$ cat config.mk
export PLATFORM = sky130hd
export DESIGN_NAME = mux8_rr_arbiter_flat
export DESIGN_NICKNAME = d
export VERILOG_FILES = /design/src/rtl/mux8_rr_arbiter_if.sv /design/src/rtl/mux8_rr_arbiter.sv /design/src/flat_wrapper.sv
export SDC_FILE = /design/constraint.sdc
export NUM_CORES = 1
export LEC_CHECK = 0
export ABC_AREA = 1
export BUFFER_PORTS_ARGS = -buffer_cell sky130_fd_sc_hd__buf_2
export CAP_MARGIN = 20
export CORE_UTILIZATION = 61
export CTS_CLUSTER_DIAMETER = 30
export DETAILED_ROUTE_END_ITERATION = 10
export GPL_ROUTABILITY_DRIVEN = 1
export PLACE_DENSITY = 0.94
export RECOVER_POWER = 25
export SYNTH_ARGS = -nofsm -noshare
export SYNTH_HDL_FRONTEND = slang
export SYNTH_SLANG_ARGS = --single-unit
$ cat constraint.sdc
create_clock -name clk -period 8.35 [get_ports clk]
set_input_delay 0.4175 -clock clk [delete_from_list [all_inputs] [get_ports clk]]
set_output_delay 0.4175 -clock clk [all_outputs]
set_load 0.005 [all_outputs]
$ cat src/rtl/mux8_rr_arbiter_if.sv
// Requester-side and arbiter-side view of the shared 8:1 single-bit mux.
// Requesters drive req/d_in; the arbiter returns grant, select and the registered mux bit.
interface mux8_rr_arbiter_if;
  logic [7:0] req;
  logic [7:0] d_in;
  logic [7:0] gnt;
  logic [2:0] sel;
  logic       busy;
  logic       y_out;
  logic       y_valid;
  logic       timeout;

  modport master (
    output req, d_in,
    input  gnt, sel, busy, y_out, y_valid, timeout
  );

  modport slave (
    input  req, d_in,
    output gnt, sel, busy, y_out, y_valid, timeout
  );
endinterface

$ cat src/rtl/mux8_rr_arbiter.sv
// Round-robin owner of the 8:1 data mux: req -> gnt/sel one edge later -> y_out one edge after that.
// No backpressure; each hold is capped at MAX_HOLD cycles and followed by one dead cycle.
module mux8_rr_arbiter #(
  parameter int MAX_HOLD = 16
) (
  input  logic               clk,
  input  logic               rst,
  mux8_rr_arbiter_if.slave   bus
);

  localparam int CW = $clog2(MAX_HOLD) + 1;
  localparam logic [CW-1:0] HOLD_LAST = CW'(MAX_HOLD - 1);

  typedef enum logic [1:0] {
    S_IDLE    = 2'd0,
    S_GRANT   = 2'd1,
    S_RECOVER = 2'd2
  } state_t;

  state_t        r_state;
  state_t        w_state_nxt;
  logic [2:0]    r_ptr;
  logic [2:0]    r_sel;
  logic [7:0]    r_gnt;
  logic [CW-1:0] r_hold_cnt;
  logic          r_y_out;
  logic          r_y_valid;
  logic          r_timeout;

  logic [2:0]    w_idx;
  logic [2:0]    w_win;
  logic          w_found;
  logic          w_start;
  logic          w_timeout_nxt;

  // First requester at or after the rotating pointer wins.
  always_comb begin
    w_idx   = '0;
    w_win   = '0;
    w_found = 1'b0;
    for (int k = 0; k < 8; k++) begin
      w_idx = r_ptr + 3'(k);
      if (!w_found && bus.req[w_idx]) begin
        w_found = 1'b1;
        w_win   = w_idx;
      end
    end
  end

  always_comb begin
    w_state_nxt   = r_state;
    w_start       = 1'b0;
    w_timeout_nxt = 1'b0;
    case (r_state)
      S_IDLE, S_RECOVER: begin
        if (w_found) begin
          w_state_nxt = S_GRANT;
          w_start     = 1'b1;
        end else begin
          w_state_nxt = S_IDLE;
        end
      end
      S_GRANT: begin
        // A release on the last allowed cycle wins over the timeout.
        if (!bus.req[r_sel]) begin
          w_state_nxt = S_RECOVER;
        end else if (r_hold_cnt == HOLD_LAST) begin
          w_state_nxt   = S_RECOVER;
          w_timeout_nxt = 1'b1;
        end
      end
      default: w_state_nxt = S_IDLE;
    endcase
  end

  always_ff @(posedge clk or posedge rst) begin
    if (rst) begin
      r_state <= S_IDLE;
    end else begin
      r_state <= w_state_nxt;
    end
  end

  always_ff @(posedge clk or posedge rst) begin
    if (rst) begin
      r_gnt      <= '0;
      r_sel      <= '0;
      r_ptr      <= '0;
      r_hold_cnt <= '0;
      r_y_out    <= 1'b0;
      r_y_valid  <= 1'b0;
      r_timeout  <= 1'b0;
    end else begin
      r_timeout <= w_timeout_nxt;
      r_y_valid <= (r_state == S_GRANT);
      r_y_out   <= (r_state == S_GRANT) & bus.d_in[r_sel];
      if (w_start) begin
        r_gnt      <= 8'h01 << w_win;
        r_sel      <= w_win;
        r_ptr      <= w_win + 3'd1;
        r_hold_cnt <= '0;
      end else if (w_state_nxt != S_GRANT) begin
        r_gnt <= '0;
      end
      if (r_state == S_GRANT && w_state_nxt == S_GRANT) begin
        r_hold_cnt <= r_hold_cnt + 1'b1;
      end
    end
  end

  assign bus.gnt     = r_gnt;
  assign bus.sel     = r_sel;
  assign bus.busy    = (r_state == S_GRANT);
  assign bus.y_out   = r_y_out;
  assign bus.y_valid = r_y_valid;
  assign bus.timeout = r_timeout;

endmodule
$ cat src/flat_wrapper.sv
// flat-port wrapper written by rule: the top's interface ports become plain ports
module mux8_rr_arbiter_flat 
#(
  parameter int MAX_HOLD = 16
)
  (clk, rst, bus_req, bus_d_in, bus_gnt, bus_sel, bus_busy, bus_y_out, bus_y_valid, bus_timeout);
  mux8_rr_arbiter_if bus_i ();
  input  logic clk;
  input  logic rst;
  input wire logic [$bits(bus_i.req)-1:0] bus_req;
  input wire logic [$bits(bus_i.d_in)-1:0] bus_d_in;
  output wire logic [$bits(bus_i.gnt)-1:0] bus_gnt;
  output wire logic [$bits(bus_i.sel)-1:0] bus_sel;
  output wire logic [$bits(bus_i.busy)-1:0] bus_busy;
  output wire logic [$bits(bus_i.y_out)-1:0] bus_y_out;
  output wire logic [$bits(bus_i.y_valid)-1:0] bus_y_valid;
  output wire logic [$bits(bus_i.timeout)-1:0] bus_timeout;
  assign bus_i.req = bus_req;
  assign bus_i.d_in = bus_d_in;
  assign bus_gnt = bus_i.gnt;
  assign bus_sel = bus_i.sel;
  assign bus_busy = bus_i.busy;
  assign bus_y_out = bus_i.y_out;
  assign bus_y_valid = bus_i.y_valid;
  assign bus_timeout = bus_i.timeout;
  mux8_rr_arbiter #(.MAX_HOLD(MAX_HOLD)) u_core (.clk(clk), .rst(rst), .bus(bus_i));
endmodule
==> results of run 1 <==
-- state kept, by name, summed over array words and instances (netlist names) --
signal	count
u_core.bus.gnt	8
u_core.bus.sel	3
u_core.bus.timeout	1
u_core.bus.y_out	1
u_core.bus.y_valid	1
u_core.r_hold_cnt	5
u_core.r_ptr	3
u_core.r_state	2
-- worst max-delay path by stage --
stage                                  endpoint                        start  slack [ps]
floorplan           u_core.r_ptr[2]$_DFFE_PP0P_  u_core.r_ptr[1]$_DFFE_PP0P_        5470
global placement    u_core.r_ptr[2]$_DFFE_PP0P_  u_core.r_ptr[1]$_DFFE_PP0P_        5080
detailed placement  u_core.r_ptr[2]$_DFFE_PP0P_  u_core.r_ptr[1]$_DFFE_PP0P_        4940
CTS                 u_core.r_ptr[2]$_DFFE_PP0P_  u_core.r_ptr[1]$_DFFE_PP0P_        4910
global route        u_core.r_ptr[2]$_DFFE_PP0P_  u_core.r_ptr[1]$_DFFE_PP0P_        4630
finish              u_core.r_ptr[2]$_DFFE_PP0P_  u_core.r_ptr[1]$_DFFE_PP0P_        4880
-- cells by family (layout without fill, tap and decap cells) --
family | count (synthesis) | in the layout | synth area share
flip-flops | 24 | 24 | 0.308
buffers and inverters | 40 | 70 | 0.0937
AO/OA/AOI/OAI | 32 | 32 | 0.0924
AND/OR/NAND/NOR | 168 | 168 | 0.411
XOR/XNOR | 5 | 5 | 0.0302
adder cells (fa/ha/maj) | 10 | 10 | 0.0642
-- metal layers --
layer,vias up,GRT usage,wire length (um)
li1,961,-,-
met1,867,0.370,1960
met2,56,0.509,2170
met3,7,0.0352,218
met4,0,0.0952,57
met5,-,0,0
-- per-stage QoR --
step	worst slack, ps	std cells	instance area (um^2)	utilization
final	4880	353	2170	0.709
after CTS	4910	353	2170	0.709
after global routing	4630	353	2170	0.709
after global placement	5080	349	2110	0.692
after floorplan	5470	279	1950	-
after detailed placement	4940	349	2110	0.692
-- cell usage in the layout, fill, tap and decap left out, types with 2 or more instances in the layout --
cell	netlist	layout
o21ai_0	14	14
o21ai_2	3	3
nor2_1	28	28
o22ai_1	4	4
nand2_2	2	2
xnor2_2	2	2
o21ai_1	4	4
a21oi_1	4	4
nand3_1	28	28
buf_2	2	32
nand4_1	3	3
clkbuf_4	0	3
inv_1	31	31
nand3_2	9	9
ha_1	10	10
nand2_4	3	3
nand2_1	90	90
dfrtp_1	24	24
xor2_1	2	2
a31oi_1	3	3
-- final cells by class --
type                       count  area (um^2)  area share
sequential                    24          601       0.277
multi-input combinational    215         1170       0.538
clock inverter                 1         30.0      0.0139
clock buffer                   3         22.5      0.0104
tap                           44         55.1      0.0254
inverter                      34          131      0.0607
timing repair buffer          32          160      0.0739
==> results.json, run 1 <==
{
  "syn_inst": 279,
  "syn-mean-instance-area_um2": 6.99,
  "status": "finished clean",
  "path_depth": 18,
  "crit_type": "reg2reg",
  "postCtsSetupBuffers": 0,
  "ant_nets": 0,
  "drive_above_1_share": 0.201,
  "die_w_um": 58.5,
  "htreeDepth": 1,
  "seq_area_frac_synth": 0.308,
  "root_buffer": "clkbuf_4",
  "synth-edff-count": 0,
  "ys_ff_latch": 24,
  "timing_hold_violations_final": 0,
  "worstHoldPathType": "in2async",
  "yosys_warnings": 0,
  "cpMostUsedCell": "nand2_1",
  "crit_chain": "clkinv_2, ha_1, inv_1, nand3_1, nand3_1, nand2_2, nor2_8, nand4_4, nor2_4, nand2_1, nor2_2, nand2_1, nand2_1, inv_1, ha_1, ha_1, nand2_1, o21ai_2",
  "drv_slew": 0,
  "vias_per_cell": 5.36,
  "reg2reg_depth": 18,
  "drv_cap": 0,
  "gr-total-overflow": 0,
  "finalCritPeriodShare": 0.416,
  "tightest_slew_ps": 859,
  "antenna_found_initial": 0,
  "vias": 1891,
  "cp_max_fo": 10,
  "pin_count": 33,
  "dieHeight_um": 58.5,
  "worst-path-buf-inv": 3,
  "grt_usage": 0.289,
  "drtIter0Drc": 100,
  "synth_area_leaders": "dfrtp_1 31%, nand2_1 17%, nand3_1 7.2%",
  "routed_wl_um": 4400,
  "synth_top_area_frac": 0.308,
  "fp-row-count": 20,
  "syn_to_final_growth_pct": 11.1,
  "setup_viol_count_final": 0,
  "clock_skew_ps": 1.21,
  "cts_resized": 0,
  "clk_pin_slew_worst_paths_ps": 130,
  "cp.required_ps": 8570,
  "grt_pass1_wl_um": 7540,
  "fmax_mhz": 288,
  "cts_sinks": 24,
  "synth_top_cell_by_area": "dfrtp_1",
  "initial_core_util": 0.639,
  "clk_path_buf_depth": 2,
  "ff2ff_setup_slack_ps": 4880,
  "grt_max_degree": 25,
  "synthTopCellsByCount": "90 x nand2_1, 31 x inv_1, 28 x nand3_1, 28 x nor2_1, 24 x dfrtp_1",
  "cts_tree": "built",
  "drc": 0,
  "r2r_start": "u_core.r_ptr[1]$_DFFE_PP0P_",
  "cp_slowest_cell": "dfrtp_1",
  "synth_area_um2": 1950,
  "port_buffers": 32,
  "period_minus_slack_ps": 3470,
  "slew_headroom": 0.426,
  "end_kind": "register",
  "critPathLaunchType": "register",
  "synth_most_common_cell": "nand2_1",
  "nFillCells": 270,
  "cpPeakStageDelay_ps": 620,
  "clock_latency_ps": 320,
  "dieArea_um2": 3430,
  "cp_top_family": "simple AND/OR/NAND/NOR gates",
  "nets": 338,
  "synthesis.nets": 307,
  "synthArstFlopShare": 1.00,
  "wl_per_cell_um": 12.5,
  "synthDistinctLibCells": 30,
  "num_antenna_cells": 0,
  "grt_pass1_vias": 1784,
  "place_congestion": 0.953,
  "crit_arrival_ps": 3700,
  "dr.pass1.iters": 4,
  "rsz0062_at_grt": "no",
  "numCtsBuffers": 3,
  "synth_ff_type": "dfrtp_1",
  "tns_ps": 0,
  "hold_slack_ps": 254,
  "reg2reg_to": "u_core.r_ptr[2]$_DFFE_PP0P_",
  "core_area_um2": 3050,
  "hpwl_um": 3440,
  "ctsHoldBuffers": 0
}
Power of run 1 is left out: the tool's default activity adds up to more than one toggle a clock period on the data nets, which glitch-free logic cannot reach.
==> inputs of run 2 (changes only) <==
--- a/config.mk
+++ b/config.mk
@@ -8,11 +8,11 @@
 export ABC_AREA = 1
 export BUFFER_PORTS_ARGS = -buffer_cell sky130_fd_sc_hd__buf_2
 export CAP_MARGIN = 20
-export CORE_UTILIZATION = 61
+export CORE_UTILIZATION = 56
 export CTS_CLUSTER_DIAMETER = 30
 export DETAILED_ROUTE_END_ITERATION = 10
 export GPL_ROUTABILITY_DRIVEN = 1
-export PLACE_DENSITY = 0.94
+export PLACE_DENSITY = 0.88
 export RECOVER_POWER = 25
 export SYNTH_ARGS = -nofsm -noshare
 export SYNTH_HDL_FRONTEND = slang
==> constraint.sdc (replaced) <==
create_clock -name clk -period 3.3 [get_ports clk]
set_input_delay 0.165 -clock clk [delete_from_list [all_inputs] [get_ports clk]]
set_output_delay 0.165 -clock clk [all_outputs]
set_load 0.005 [all_outputs]
==> run 2 against run 1 <==
Compared with the run above:
- cell count is 1.4% higher
- worst setup slack worse by 4600 ps
- register-to-register slack worse by 4600 ps
- final area is 1.3% higher
- count of clock-buffer cells in the layout stayed put
- first-iteration DRC count is 62% higher
==> results.json, run 2 (synthesis gave the netlist of run 1 again) <==
{
  "status": "finished clean",
  "vias": 1936,
  "drc": 0,
  "antenna_found_initial": 0,
  "clock_latency_ps": 330,
  "tightest_slew_ps": 898,
  "multi_input_area_um2": 1170,
  "cts_sinks": 24,
  "drv_slew": 0,
  "cp.required_ps": 3530,
  "initial_core_util": 0.584,
  "nFillCells": 314,
  "tns_ps": 0,
  "cts_tree": "built",
  "ctsHoldBuffers": 0,
  "drv_cap": 0,
  "hpwl_um": 3390,
  "clk_pin_slew_worst_paths_ps": 130,
  "rsz0062_at_grt": "no",
  "seq_area_um2": 601,
  "grt_usage": 0.245,
  "finalCritPeriodShare": 0.911,
  "fmax_mhz": 333,
  "core_area_um2": 3340,
  "die_w_um": 61,
  "dr.pass1.iters": 4,
  "worstHoldPathType": "in2async",
  "drtIter0Drc": 162,
  "clk_path_buf_depth": 2,
  "grt_pass1_vias": 1556,
  "htreeDepth": 1,
  "dieArea_um2": 3720,
  "crit_type": "reg2reg",
  "ant_nets": 0,
  "syn_to_final_growth_pct": 12.5,
  "end_kind": "register",
  "grt_pass1_wl_um": 6640,
  "port_buffers": 32,
  "clock_skew_ps": 2.55,
  "vias_per_cell": 5.41,
  "fp-row-count": 21,
  "nets": 341,
  "ff2ff_setup_slack_ps": 290,
  "place_congestion": 0.920,
  "period_minus_slack_ps": 3010,
  "reg2reg_to": "u_core.r_ptr[2]$_DFFE_PP0P_",
  "num_antenna_cells": 0,
  "dieHeight_um": 61,
  "critPathLaunchType": "register",
  "final_common_cell": "nand2_1",
  "numCtsBuffers": 3,
  "wl_per_cell_um": 12.5,
  "drive_above_1_share": 0.215,
  "timing_hold_violations_final": 0,
  "routed_wl_um": 4470,
  "crit_arrival_ps": 3240,
  "grt_max_degree": 25,
  "cp_max_fo": 10,
  "gr-total-overflow": 0,
  "slew_headroom": 0.401,
  "final_cell_mix": "90 x nand2_1, 32 x buf_2, 30 x inv_1, 28 x nand3_1, 28 x nor2_1",
  "setup_viol_count_final": 0,
  "root_buffer": "clkbuf_4",
  "pin_count": 33,
  "r2r_start": "u_core.r_ptr[0]$_DFFE_PP0P_",
  "reg2reg_depth": 18,
  "largest_register_ffs": 8
}
-- run 2: changes by cell type in the layout (fill, tap and decap cells not counted) --
cell,previous run,this run
buf_4,0,3
ha_1,10,9
ha_2,0,1
inv_2,1,2
inv_1,31,30
-- run 2: stage by stage --
stage | cell area, um^2 | hold WS, ps | std cells | setup slack (ps) | utilization
final | 2190 | 4.30 | 358 | 293 | 0.657
after global routing | 2190 | 82.3 | 358 | 56.1 | 0.657
after CTS | 2190 | 15.7 | 358 | 183 | 0.657
after floorplan | 1950 | 180 | 279 | 417 | -
after detailed placement | 2140 | 394 | 354 | 204 | 0.641
after global placement | 2140 | 382 | 354 | 340 | 0.641
-- run 2: final cells by class --
class | count | area share
multi-input cells | 215 | 0.533
flip-flops and latches | 24 | 0.274
repair buffers | 35 | 0.0833
inverters | 34 | 0.0599
well taps | 46 | 0.0262
clock inverters | 1 | 0.0137
clock buffers | 3 | 0.0103
-- run 2: repair_timing --
action	in CTS	in global routing
buffers inserted	0	0
setup endpoints to repair	0	2
hold endpoints to repair	0	0
resized for setup	0	2
-- run 2: critical path: stages, from the launching register on --
cell and delay [ps]:
dfrtp_1 410, inv_2 160, ha_2 360, inv_2 130
nand3_1 100, nand3_1 130, nand2_2 110, nor2_8 120
nand4_4 120, nor2_4 170, nand2_1 90, nor2_2 130
nand2_1 100, nand2_1 120, inv_1 70, ha_1 200
ha_1 270, nand2_1 80, o21ai_2 50
-- run 2: metal layers --
| layer | global-route usage | wire (um) | share of wire | vias to the layer above |
|---|---|---|---|---|
| li1 | - | - | - | 962 |
| met1 | 0.330 | 2030 | 0.45 | 914 |
| met2 | 0.402 | 2180 | 0.49 | 47 |
| met3 | 0.0171 | 130 | 0.029 | 13 |
| met4 | 0.117 | 128 | 0.029 | 0 |
| met5 | 0 | 0 | 0 | - |
-- run 2: worst max-delay path by stage --
stage | startpoint | to | cells past startpoint
final | u_core.r_ptr[0]$_DFFE_PP0P_ | u_core.r_ptr[2]$_DFFE_PP0P_ | 18
after global routing | u_core.r_ptr[0]$_DFFE_PP0P_ | u_core.r_ptr[2]$_DFFE_PP0P_ | 18
after CTS | u_core.r_ptr[1]$_DFFE_PP0P_ | u_core.r_ptr[2]$_DFFE_PP0P_ | 18
after detailed placement | u_core.r_ptr[1]$_DFFE_PP0P_ | u_core.r_ptr[2]$_DFFE_PP0P_ | 18
after global placement | u_core.r_ptr[1]$_DFFE_PP0P_ | u_core.r_ptr[2]$_DFFE_PP0P_ | 18
after floorplan | u_core.r_ptr[1]$_DFFE_PP0P_ | u_core.r_ptr[2]$_DFFE_PP0P_ | 19
Power of run 2 is left out for the same reason.
